File: src/rtl/rom_dl_sequencer_if.sv
// Host download bus (ioctl) between the HPS bridge and rom_dl_sequencer.
// master = host side (drives the byte stream), slave = sequencer side.
`timescale 1ns/1ps
interface rom_dl_sequencer_if;
  // Handshake: ioctl_wr is a one-cycle strobe qualifying ioctl_addr/ioctl_dout.
  // ioctl_wait is the inverse of ready: while it is high the host must not
  // strobe ioctl_wr; a strobe that arrives while ioctl_wait is high is
  // discarded by the slave and flagged as an error.
  logic        ioctl_download;
  logic [7:0]  ioctl_index;
  logic        ioctl_wr;
  logic [24:0] ioctl_addr;
  logic [7:0]  ioctl_dout;
  logic        ioctl_wait;

  modport master (
    output ioctl_download,
    output ioctl_index,
    output ioctl_wr,
    output ioctl_addr,
    output ioctl_dout,
    input  ioctl_wait
  );

  modport slave (
    input  ioctl_download,
    input  ioctl_index,
    input  ioctl_wr,
    input  ioctl_addr,
    input  ioctl_dout,
    output ioctl_wait
  );
endinterface

File: src/rtl/rom_dl_sequencer.sv
// rom_dl_sequencer: routes the index-0 ROM download into the MCR3 memory map
// (main CPU BRAM, sound ROM on SDRAM port1, sprite ROM on SDRAM port2, BG
// BRAM), throttles the host while an SDRAM toggle request is outstanding,
// and owns rom_loaded / core_reset for the whole core.
// Optional feature: define DL_CHECKSUM_EN to enable the dl_count/dl_sum
// byte counter and additive checksum; otherwise both outputs are tied to 0.
`timescale 1ns/1ps
module rom_dl_sequencer #(
  parameter logic [24:0] SND_BASE    = 25'h0E000,
  parameter logic [24:0] SP_BASE     = 25'h12000,
  parameter logic [24:0] BG_BASE     = 25'h32000,
  parameter logic [24:0] ROM_END     = 25'h3A000,
  parameter logic [15:0] RST_HOLD    = 16'hFFFF,
  parameter logic [7:0]  ACK_TIMEOUT = 8'd200
) (
  input  logic        clk_sys,
  input  logic        reset_n,
  rom_dl_sequencer_if.slave ioctl,
  input  logic        user_reset,
  output logic        cpu_we,
  output logic [15:0] cpu_addr,
  output logic        bg_we,
  output logic [14:0] bg_addr,
  output logic [7:0]  dl_data,
  output logic        p1_req,
  input  logic        p1_ack,
  output logic [22:0] p1_a,
  output logic [1:0]  p1_ds,
  output logic        p2_req,
  input  logic        p2_ack,
  output logic [17:0] p2_a,
  output logic [1:0]  p2_ds,
  output logic [15:0] p_d,
  output logic        rom_loaded,
  output logic        core_reset,
  output logic        dl_err,
  output logic [23:0] dl_count,
  output logic [15:0] dl_sum,
  output logic [1:0]  fsm_state
);

  typedef enum logic [1:0] {
    S_IDLE     = 2'd0,
    S_ISSUE    = 2'd1,
    S_WAIT_ACK = 2'd2
  } state_t;

  state_t      state, state_nxt;

  logic        wait_q;
  logic        sel_p2;       // which SDRAM port the outstanding request uses
  logic [7:0]  to_cnt;
  logic        rom_dl, rom_dl_q, dl_fall;
  logic        end_pend;
  logic        load_done;
  logic [15:0] rst_cnt;

  logic        hit_cpu, hit_p1, hit_p2, hit_bg;
  logic        wr_ok, busy_wr;
  logic        acc_cpu, acc_p1, acc_p2, acc_bg;
  logic [24:0] sp_off, bg_off;
  logic        ack_match;

  // FSM output-comb controls
  logic        wait_nxt, tog_p1, tog_p2, to_clr, to_inc, tmo;

  logic        unused_bits;

  assign ioctl.ioctl_wait = wait_q;
  assign fsm_state        = state;

  assign rom_dl  = ioctl.ioctl_download & (ioctl.ioctl_index == 8'd0);
  assign dl_fall = rom_dl_q & ~rom_dl;

  // A strobe is only taken when idle; in ISSUE/WAIT_ACK wait_q is always high.
  assign wr_ok   = rom_dl & ioctl.ioctl_wr & ~wait_q & (state == S_IDLE);
  assign busy_wr = rom_dl & ioctl.ioctl_wr & wait_q;

  assign hit_cpu = (ioctl.ioctl_addr <  SND_BASE);
  assign hit_p1  = (ioctl.ioctl_addr >= SND_BASE) & (ioctl.ioctl_addr < SP_BASE);
  assign hit_p2  = (ioctl.ioctl_addr >= SP_BASE)  & (ioctl.ioctl_addr < BG_BASE);
  assign hit_bg  = (ioctl.ioctl_addr >= BG_BASE)  & (ioctl.ioctl_addr < ROM_END);

  assign acc_cpu = wr_ok & hit_cpu;
  assign acc_p1  = wr_ok & hit_p1;
  assign acc_p2  = wr_ok & hit_p2;
  assign acc_bg  = wr_ok & hit_bg;

  // Offsets are only consumed when the address is inside the region.
  assign sp_off  = ioctl.ioctl_addr - SP_BASE;
  assign bg_off  = ioctl.ioctl_addr - BG_BASE;

  assign ack_match = sel_p2 ? (p2_ack == p2_req) : (p1_ack == p1_req);

  assign unused_bits = ^{sp_off[24:19], bg_off[24:15]};

  // State register
  always_ff @(posedge clk_sys or negedge reset_n) begin
    if (!reset_n) state <= S_IDLE;
    else          state <= state_nxt;
  end

  // Next-state logic
  always_comb begin
    state_nxt = state;
    case (state)
      S_IDLE:     if (acc_p1 | acc_p2) state_nxt = S_ISSUE;
      S_ISSUE:    state_nxt = S_WAIT_ACK;
      S_WAIT_ACK: if (ack_match || (to_cnt == ACK_TIMEOUT - 8'd1)) state_nxt = S_IDLE;
      default:    state_nxt = S_IDLE;
    endcase
  end

  // FSM outputs: next value of ioctl_wait, request toggles, timeout control
  always_comb begin
    wait_nxt = 1'b0;
    tog_p1   = 1'b0;
    tog_p2   = 1'b0;
    to_clr   = 1'b0;
    to_inc   = 1'b0;
    tmo      = 1'b0;
    case (state)
      S_IDLE: wait_nxt = acc_p1 | acc_p2;
      S_ISSUE: begin
        wait_nxt = 1'b1;
        tog_p1   = ~sel_p2;
        tog_p2   = sel_p2;
        to_clr   = 1'b1;
      end
      S_WAIT_ACK: begin
        if (ack_match) begin
          wait_nxt = 1'b0;
        end else if (to_cnt == ACK_TIMEOUT - 8'd1) begin
          tmo      = 1'b1;
        end else begin
          wait_nxt = 1'b1;
          to_inc   = 1'b1;
        end
      end
      default: wait_nxt = 1'b0;
    endcase
  end

  // Byte capture into the selected destination's address/data registers
  always_ff @(posedge clk_sys or negedge reset_n) begin
    if (!reset_n) begin
      cpu_we   <= 1'b0;
      bg_we    <= 1'b0;
      cpu_addr <= '0;
      bg_addr  <= '0;
      dl_data  <= '0;
      p1_a     <= '0;
      p1_ds    <= '0;
      p2_a     <= '0;
      p2_ds    <= '0;
      p_d      <= '0;
      sel_p2   <= 1'b0;
    end else begin
      cpu_we <= acc_cpu;
      bg_we  <= acc_bg;
      if (acc_cpu) begin
        cpu_addr <= ioctl.ioctl_addr[15:0];
        dl_data  <= ioctl.ioctl_dout;
      end
      if (acc_bg) begin
        bg_addr  <= bg_off[14:0];
        dl_data  <= ioctl.ioctl_dout;
      end
      if (acc_p1) begin
        p1_a   <= ioctl.ioctl_addr[23:1];
        p1_ds  <= {ioctl.ioctl_addr[0], ~ioctl.ioctl_addr[0]};
        p_d    <= {ioctl.ioctl_dout, ioctl.ioctl_dout};
        sel_p2 <= 1'b0;
      end
      if (acc_p2) begin
        p2_a   <= {sp_off[18:17], sp_off[14:0], sp_off[16]};
        p2_ds  <= {sp_off[15], ~sp_off[15]};
        p_d    <= {ioctl.ioctl_dout, ioctl.ioctl_dout};
        sel_p2 <= 1'b1;
      end
    end
  end

  // Toggle requests, host throttle, ack timeout and sticky error
  always_ff @(posedge clk_sys or negedge reset_n) begin
    if (!reset_n) begin
      p1_req <= 1'b0;
      p2_req <= 1'b0;
      wait_q <= 1'b0;
      to_cnt <= '0;
      dl_err <= 1'b0;
    end else begin
      p1_req <= p1_req ^ tog_p1;
      p2_req <= p2_req ^ tog_p2;
      wait_q <= wait_nxt;
      if (to_clr)      to_cnt <= '0;
      else if (to_inc) to_cnt <= to_cnt + 8'd1;
      dl_err <= dl_err | tmo | busy_wr;
    end
  end

  // rom_loaded: set when the download ends and no SDRAM write is outstanding
  assign load_done = (dl_fall | end_pend) & (state == S_IDLE);

  always_ff @(posedge clk_sys or negedge reset_n) begin
    if (!reset_n) begin
      rom_dl_q   <= 1'b0;
      end_pend   <= 1'b0;
      rom_loaded <= 1'b0;
    end else begin
      rom_dl_q   <= rom_dl;
      end_pend   <= (end_pend | dl_fall) & ~load_done;
      rom_loaded <= rom_loaded | load_done;
    end
  end

  // Core reset: held during download/until loaded, plus a late 1-cycle pulse
  always_ff @(posedge clk_sys or negedge reset_n) begin
    if (!reset_n) begin
      rst_cnt    <= RST_HOLD;
      core_reset <= 1'b1;
    end else begin
      if (user_reset | ~rom_loaded) rst_cnt <= RST_HOLD;
      else if (rst_cnt != 16'd0)    rst_cnt <= rst_cnt - 16'd1;
      core_reset <= user_reset | rom_dl | ~rom_loaded | (rst_cnt == 16'd1);
    end
  end

`ifdef DL_CHECKSUM_EN
  logic dl_rise;
  logic acc_any;

  assign dl_rise = rom_dl & ~rom_dl_q;
  assign acc_any = acc_cpu | acc_p1 | acc_p2 | acc_bg;

  // Byte count and additive checksum of the current download
  always_ff @(posedge clk_sys or negedge reset_n) begin
    if (!reset_n) begin
      dl_count <= '0;
      dl_sum   <= '0;
    end else if (dl_rise) begin
      dl_count <= '0;
      dl_sum   <= '0;
    end else if (acc_any) begin
      dl_count <= dl_count + 24'd1;
      dl_sum   <= dl_sum + {8'd0, ioctl.ioctl_dout};
    end
  end
`else
  assign dl_count = '0;
  assign dl_sum   = '0;
`endif

endmodule

File: src/flat_wrapper.sv
// flat-port wrapper written by rule: the top's interface ports become plain ports
module rom_dl_sequencer_flat 
#(
  parameter logic [24:0] SND_BASE    = 25'h0E000,
  parameter logic [24:0] SP_BASE     = 25'h12000,
  parameter logic [24:0] BG_BASE     = 25'h32000,
  parameter logic [24:0] ROM_END     = 25'h3A000,
  parameter logic [15:0] RST_HOLD    = 16'hFFFF,
  parameter logic [7:0]  ACK_TIMEOUT = 8'd200
)
  (clk_sys, reset_n, user_reset, cpu_we, cpu_addr, bg_we, bg_addr, dl_data, p1_req, p1_ack, p1_a, p1_ds, p2_req, p2_ack, p2_a, p2_ds, p_d, rom_loaded, core_reset, dl_err, dl_count, dl_sum, fsm_state, ioctl_ioctl_download, ioctl_ioctl_index, ioctl_ioctl_wr, ioctl_ioctl_addr, ioctl_ioctl_dout, ioctl_ioctl_wait);
  rom_dl_sequencer_if ioctl_i ();
  input  logic clk_sys;
  input  logic reset_n;
  input  logic user_reset;
  output logic cpu_we;
  output logic [15:0] cpu_addr;
  output logic bg_we;
  output logic [14:0] bg_addr;
  output logic [7:0] dl_data;
  output logic p1_req;
  input  logic p1_ack;
  output logic [22:0] p1_a;
  output logic [1:0] p1_ds;
  output logic p2_req;
  input  logic p2_ack;
  output logic [17:0] p2_a;
  output logic [1:0] p2_ds;
  output logic [15:0] p_d;
  output logic rom_loaded;
  output logic core_reset;
  output logic dl_err;
  output logic [23:0] dl_count;
  output logic [15:0] dl_sum;
  output logic [1:0] fsm_state;
  input wire logic [$bits(ioctl_i.ioctl_download)-1:0] ioctl_ioctl_download;
  input wire logic [$bits(ioctl_i.ioctl_index)-1:0] ioctl_ioctl_index;
  input wire logic [$bits(ioctl_i.ioctl_wr)-1:0] ioctl_ioctl_wr;
  input wire logic [$bits(ioctl_i.ioctl_addr)-1:0] ioctl_ioctl_addr;
  input wire logic [$bits(ioctl_i.ioctl_dout)-1:0] ioctl_ioctl_dout;
  output wire logic [$bits(ioctl_i.ioctl_wait)-1:0] ioctl_ioctl_wait;
  assign ioctl_i.ioctl_download = ioctl_ioctl_download;
  assign ioctl_i.ioctl_index = ioctl_ioctl_index;
  assign ioctl_i.ioctl_wr = ioctl_ioctl_wr;
  assign ioctl_i.ioctl_addr = ioctl_ioctl_addr;
  assign ioctl_i.ioctl_dout = ioctl_ioctl_dout;
  assign ioctl_ioctl_wait = ioctl_i.ioctl_wait;
  rom_dl_sequencer #(.SND_BASE(SND_BASE), .SP_BASE(SP_BASE), .BG_BASE(BG_BASE), .ROM_END(ROM_END), .RST_HOLD(RST_HOLD), .ACK_TIMEOUT(ACK_TIMEOUT)) u_core (.clk_sys(clk_sys), .reset_n(reset_n), .ioctl(ioctl_i), .user_reset(user_reset), .cpu_we(cpu_we), .cpu_addr(cpu_addr), .bg_we(bg_we), .bg_addr(bg_addr), .dl_data(dl_data), .p1_req(p1_req), .p1_ack(p1_ack), .p1_a(p1_a), .p1_ds(p1_ds), .p2_req(p2_req), .p2_ack(p2_ack), .p2_a(p2_a), .p2_ds(p2_ds), .p_d(p_d), .rom_loaded(rom_loaded), .core_reset(core_reset), .dl_err(dl_err), .dl_count(dl_count), .dl_sum(dl_sum), .fsm_state(fsm_state));
endmodule
File: config.mk
export PLATFORM = sky130hd
export DESIGN_NAME = rom_dl_sequencer_flat
export DESIGN_NICKNAME = d
export VERILOG_FILES = /design/src/rtl/rom_dl_sequencer_if.sv /design/src/rtl/rom_dl_sequencer.sv /design/src/flat_wrapper.sv
export SDC_FILE = /design/constraint.sdc
export NUM_CORES = 1
export LEC_CHECK = 0
export ABC_AREA = 1
export BUFFER_PORTS_ARGS = -buffer_cell sky130_fd_sc_hd__buf_2
export CORE_MARGIN = 2
export CORE_UTILIZATION = 48
export DETAILED_ROUTE_END_ITERATION = 16
export PLACE_DENSITY = 0.87
export SLEW_MARGIN = 20
export SYNTH_ARGS = -nofsm -noshare
export SYNTH_HDL_FRONTEND = slang
export SYNTH_SLANG_ARGS = --single-unit
File: constraint.sdc
create_clock -name clk_sys -period 3.2 [get_ports clk_sys]
set_input_delay 0.32 -clock clk_sys [delete_from_list [all_inputs] [get_ports clk_sys]]
set_output_delay 0.32 -clock clk_sys [all_outputs]
set_load 0.05 [all_outputs]
# After elaboration in Yosys (flattened, before gate mapping)
# Cells that the tools add are included.
# op_classes
add_sub_neg	4
order_cmp	7
eq_ne	8
muxes	24
bitwise_logic	33
n_reduce_logical	9
# ops
operator	n
two-way mux 16 bit	4
less-than comparator 25 x 18 -> 1 bit (second input constant)	2
two-way mux 8 bit	4
greater-or-equal comparator 25 x 16 -> 1 bit (second input constant)	1
greater-or-equal comparator 25 x 17 -> 1 bit (second input constant)	1
greater-or-equal comparator 25 x 18 -> 1 bit (second input constant)	1
less-than comparator 25 x 16 -> 1 bit (second input constant)	1
less-than comparator 25 x 17 -> 1 bit (second input constant)	1
subtractor 19 x 17 -> 19 bit (second input constant)	1
== test 16 x 1 -> 1 bit (second input constant)	1
nonzero test 16 bit	1
subtractor 16 x 1 -> 16 bit (second input constant)	1
AND 1 bit	15
subtractor 15 x 14 -> 15 bit (second input constant)	1
two-way mux 1 bit	12
bitwise OR 1 bit	9
adder 8 x 1 -> 8 bit (second input constant)	1
== test 8 bit (second input constant)	1
zero test 8 bit	1
nonzero test 2 bit	4
NOT 1 bit	7
case mux 2 bit (3 select lines)	1
two-way mux 2 bit	2
case mux 1 bit (3 select lines)	1
other kinds (9)	11
# word_totals
regBits	137
input_bits	48
out_inout_bits	150
elab_cells	107

# Depth between registers and ports, before layout
# logic_depth
word_depth	9
ltp_mapped	12
mapped_depth_nobuf	11

# Worst setup path before layout
# OpenSTA, ideal clock, no wires.
# synth_timing
kind	reg-to-reg
startpoint	reg u_core.state[1], in the netlist u_core.fsm_state[1]
endpoint	reg u_core.p2_a[10]
setup_ns	0.120
arrival_time_ns	1.646
required_ns	3.080
path_slack_ns	1.434
stages_incl_launch_ff	11
n_path_buf	2
synth_period_minus_slack_ns	1.766
path_cell_list	dfrtp_1 > inv_2 > nand2_2 > nor2_4 > nand4_2 > nor2_4 > nand2_4 > buf_12 > buf_12 > nand2_4 > o21ai_2
# synth_between
elab_chain_len	3
# synth_lines
item	line	text
start, declared	rom_dl_sequencer.sv:48	state_t state, state_nxt;
start signal, assigned	rom_dl_sequencer.sv:100	else state <= state_nxt;
zero test 2 bit	rom_dl_sequencer.sv:76	assign wr_ok = rom_dl & ioctl.ioctl_wr & ~wait_q & (state == S_IDLE);
AND 1 bit	rom_dl_sequencer.sv:76	
AND 1 bit	rom_dl_sequencer.sv:86	assign acc_p2 = wr_ok & hit_p2;
end signal, assigned	rom_dl_sequencer.sv:176	p2_a <= {sp_off[18:17], sp_off[14:0], sp_off[16]};
end, declared	rom_dl_sequencer.sv:31	output logic [17:0] p2_a,
# Every way passes these cells.
# A chain may end at the register's enable or synchronous reset.

# Worst setup path after layout
# layout_timing
startpoint	reg u_core.state[0], in the netlist u_core.fsm_state[0]
endpoint	reg u_core.p2_a[15]
# Same word-level chain as after synthesis.

==> flow_metrics.tcl <==
set metrics [dict create \
    status "finished, violations left" \
    violations "negative hold slack" \
    cts.sinks 129 \
    routed_via_density 4.83 \
    skew_ns 0.00956 \
    drtPass1Iterations 6 \
    relSlewSlack_pct 44.1 \
    setup_viol 0 \
    first_global_vias 5020 \
    slew_violations 0 \
    worstMarginPinSlew_ns 0.838 \
    critPathCaptureType "flop" \
    numCtsBuffers 17 \
    clkTransAtPathRegs_ns 0.06 \
    cp_data_required_time_ns 3.48 \
    tns_ns 0 \
    clk_path_buf_depth 2 \
    crit_slowest_cell "dfrtp_1" \
    io_buffers 157 \
    final_common_cell "buf_2" \
    root_buffer "clkbuf_16" \
    holdCritPathClass "input pin to async pin" \
    synth_top_flop_cell "dfrtp_1" \
    post_cts_resized 0 \
    fin_nets 916 \
    gp_routability_congestion 0.871 \
    fin_area_sq_mm 0.00771 \
    grt.total_usage_pct 21.3 \
    r2r-end "u_core.p2_a[15]" \
    dieArea_sq_mm 0.0143 \
    start_util_pct 48.8 \
    yosys-top-cells-area "dfrtp_1 44%, nand2_1 8.7%, dfstp_2 7.0%" \
    final_layout_size_suffix_gt1_share_pct 34.2 \
    grt_pass1_wl_um 24000 \
    fin_crit_ns 2.17 \
    finalCritPeriodShare_pct 67.8 \
    antenna_cells 0 \
    seq_area_sq_mm 0.00325 \
    drcViolationCount 0 \
    pin_count 198 \
    multi_input_area_sq_mm 0.00246 \
    nFillCells 1145 \
    die_x_um 120 \
    area_growth_syn_to_layout_pct 20.4 \
    wirelength_um 14700 \
    vias 5074 \
    antenna_found_initial 0 \
    synthCells 708 \
    holdWs_ns -0.00100 \
    p_leak_nw 4.20 \
    crit_top_cell "nor2_4" \
    syn_area_per_cell_sq_um 9.05 \
    dpl_cell_area_sq_mm 0.00710 \
    core_area_sq_mm 0.0131 \
    synth-seq-cells 129 \
    grt_max_degree 66 \
    postCtsHoldBufs 0 \
    rsz0062_at_grt "no" \
    final_cell_mix "156 x buf_2, 148 x nand2_1, 112 x dfrtp_1" \
    tritoncts "done" \
    rows 42 \
    synth_top_area_share_pct 43.7 \
    syn_area_sq_mm 0.00641 \
    seq_area_frac_synth_pct 50.7 \
    worst_setup_path_start_kind "flop" \
    rrSetupSlack_ns 1.03 \
    worstPathMaxFanout 40 \
    post-dp-hpwl_um 10500 \
    insertion_delay_ns 0.42 \
    power_density_mw_per_mm2 508 \
    crit_path_max_incr_delay_ns 0.45 \
    synth_cell_types 43 \
    ys_warn_count 0 \
    grt_overflow_total 0 \
    htreeDepth 4 \
    finalHoldViolCount 4 \
    rr_worst_depth 9 \
    ant_nets 0 \
    regToRegStartpoint "u_core.fsm_state[0]" \
    wl_per_cell_um 14.0 \
    die_h_um 120 \
    synth_area_leader_cell "dfrtp_1" \
    cap_viol_max_count 0 \
    path_cells "inv_2 -> nand2_2 -> nor2_4 -> nand4_2 -> nor2_4 -> nand2_4 -> buf_4 -> nand2_1 -> o21ai_1" \
    critPathKind "flop to flop" \
    ir_worst_vdd_mv 0.384 \
    max_freq_mhz 461 \
    post-cts-setup-buffers 0 \
    finalCoreUtilization_pct 58.7 \
    first_iter_violations 296 \
    crit_arrival_ns 2.45 \
    synth_edf_count 0 \
    async_reset_ff_share_pct 100 \
]
[power by group]
| group | switching, mW | total, mW | internal, mW |
|---|---|---|---|
| logic | 0.206 | 0.250 | 0.0444 |
| clock network | 0.717 | 2.02 | 1.30 |
| registers | 0.00651 | 1.65 | 1.64 |
[Yosys cell counts, drive strengths merged, types with 2 or more instances]
cell type    n
nor2        65
clkbuf       2
a21boi       2
or2          2
xor2         8
dfrtp      112
dfstp       17
nand4        7
inv         86
nand2      183
ha           6
a21oi        4
nand3       50
nor3         8
o21ai       78
buf         65
o211ai       3
[area by class of cell]
class | instances | area share (%)
inverters | 86 | 4.18
flip-flops and latches | 129 | 42.1
repair buffers | 163 | 11.0
clock inverters | 13 | 2.43
clock buffers | 18 | 5.56
well taps | 176 | 2.85
multi-input cells | 465 | 31.9
[kinds of logic (layout without fill, tap and decap cells)]
kind of cell	after synthesis	in the layout	share of synthesized area, %
buf+inv	153	280	13.2
fa+ha+maj	6	6	1.17
compound gates	92	92	9.16
flops	129	129	50.7
simple gates	318	318	24.5
xor+xnor	9	9	1.23
other cells	1	40	0.0585
[sequential cells by signal, summed over array words and instances (netlist names), 2 cells and up]
name,flops
u_core.p1_a,23
u_core.dl_data,8
u_core.cpu_addr,16
u_core.p1_ds,2
u_core.fsm_state,2
u_core.p2_ds,2
u_core.to_cnt,8
u_core.bg_addr,15
u_core.rst_cnt,16
u_core.p_d,8
u_core.p2_a,18
[through the flow]
stage                     power (mW)  worst slack (ns)  std cells  hold slack [ns]
after floorplan                 1.88              1.43        747           0.0244
after global placement          1.92             0.937       1019            0.450
after detailed placement        1.93             0.854       1019            0.459
after CTS                       3.94              1.01       1050           0.0294
final                           3.92              1.03       1050         -0.00100
after global routing            4.03             0.839       1050           0.0643
[metal layers]
layer,track usage (%),part of all wire (%)
met1,26.1,41
met2,34.9,48
met3,7.22,8.7
met4,8.24,2.1
met5,0,0
[how the worst max path moves through the flow]
| stage | slack (ns) | end | cells past startpoint | start |
|---|---|---|---|---|
| floorplan | 1.43 | u_core.p2_a[10] | 10 | u_core.fsm_state[1] |
| global placement | 0.94 | u_core.p2_a[15] | 12 | ioctl_ioctl_addr[13] |
| detailed placement | 0.85 | u_core.p2_a[16] | 12 | ioctl_ioctl_addr[13] |
| CTS | 1.01 | u_core.p2_a[0] | 9 | u_core.fsm_state[0] |
| global route | 0.84 | u_core.p2_a[15] | 9 | u_core.fsm_state[0] |
| finish | 1.03 | u_core.p2_a[15] | 9 | u_core.fsm_state[0] |
[critical path, delay by kind of cell (launching register included)]
| kind | cells | cell delay (ns) |
|---|---|---|
| simple gates | 6 | 1.09 |
| buf+inv | 2 | 0.44 |
| compound gates | 1 | 0.05 |
| flops | 1 | 0.45 |
Note: power is estimated with default switching activity, not from simulation.
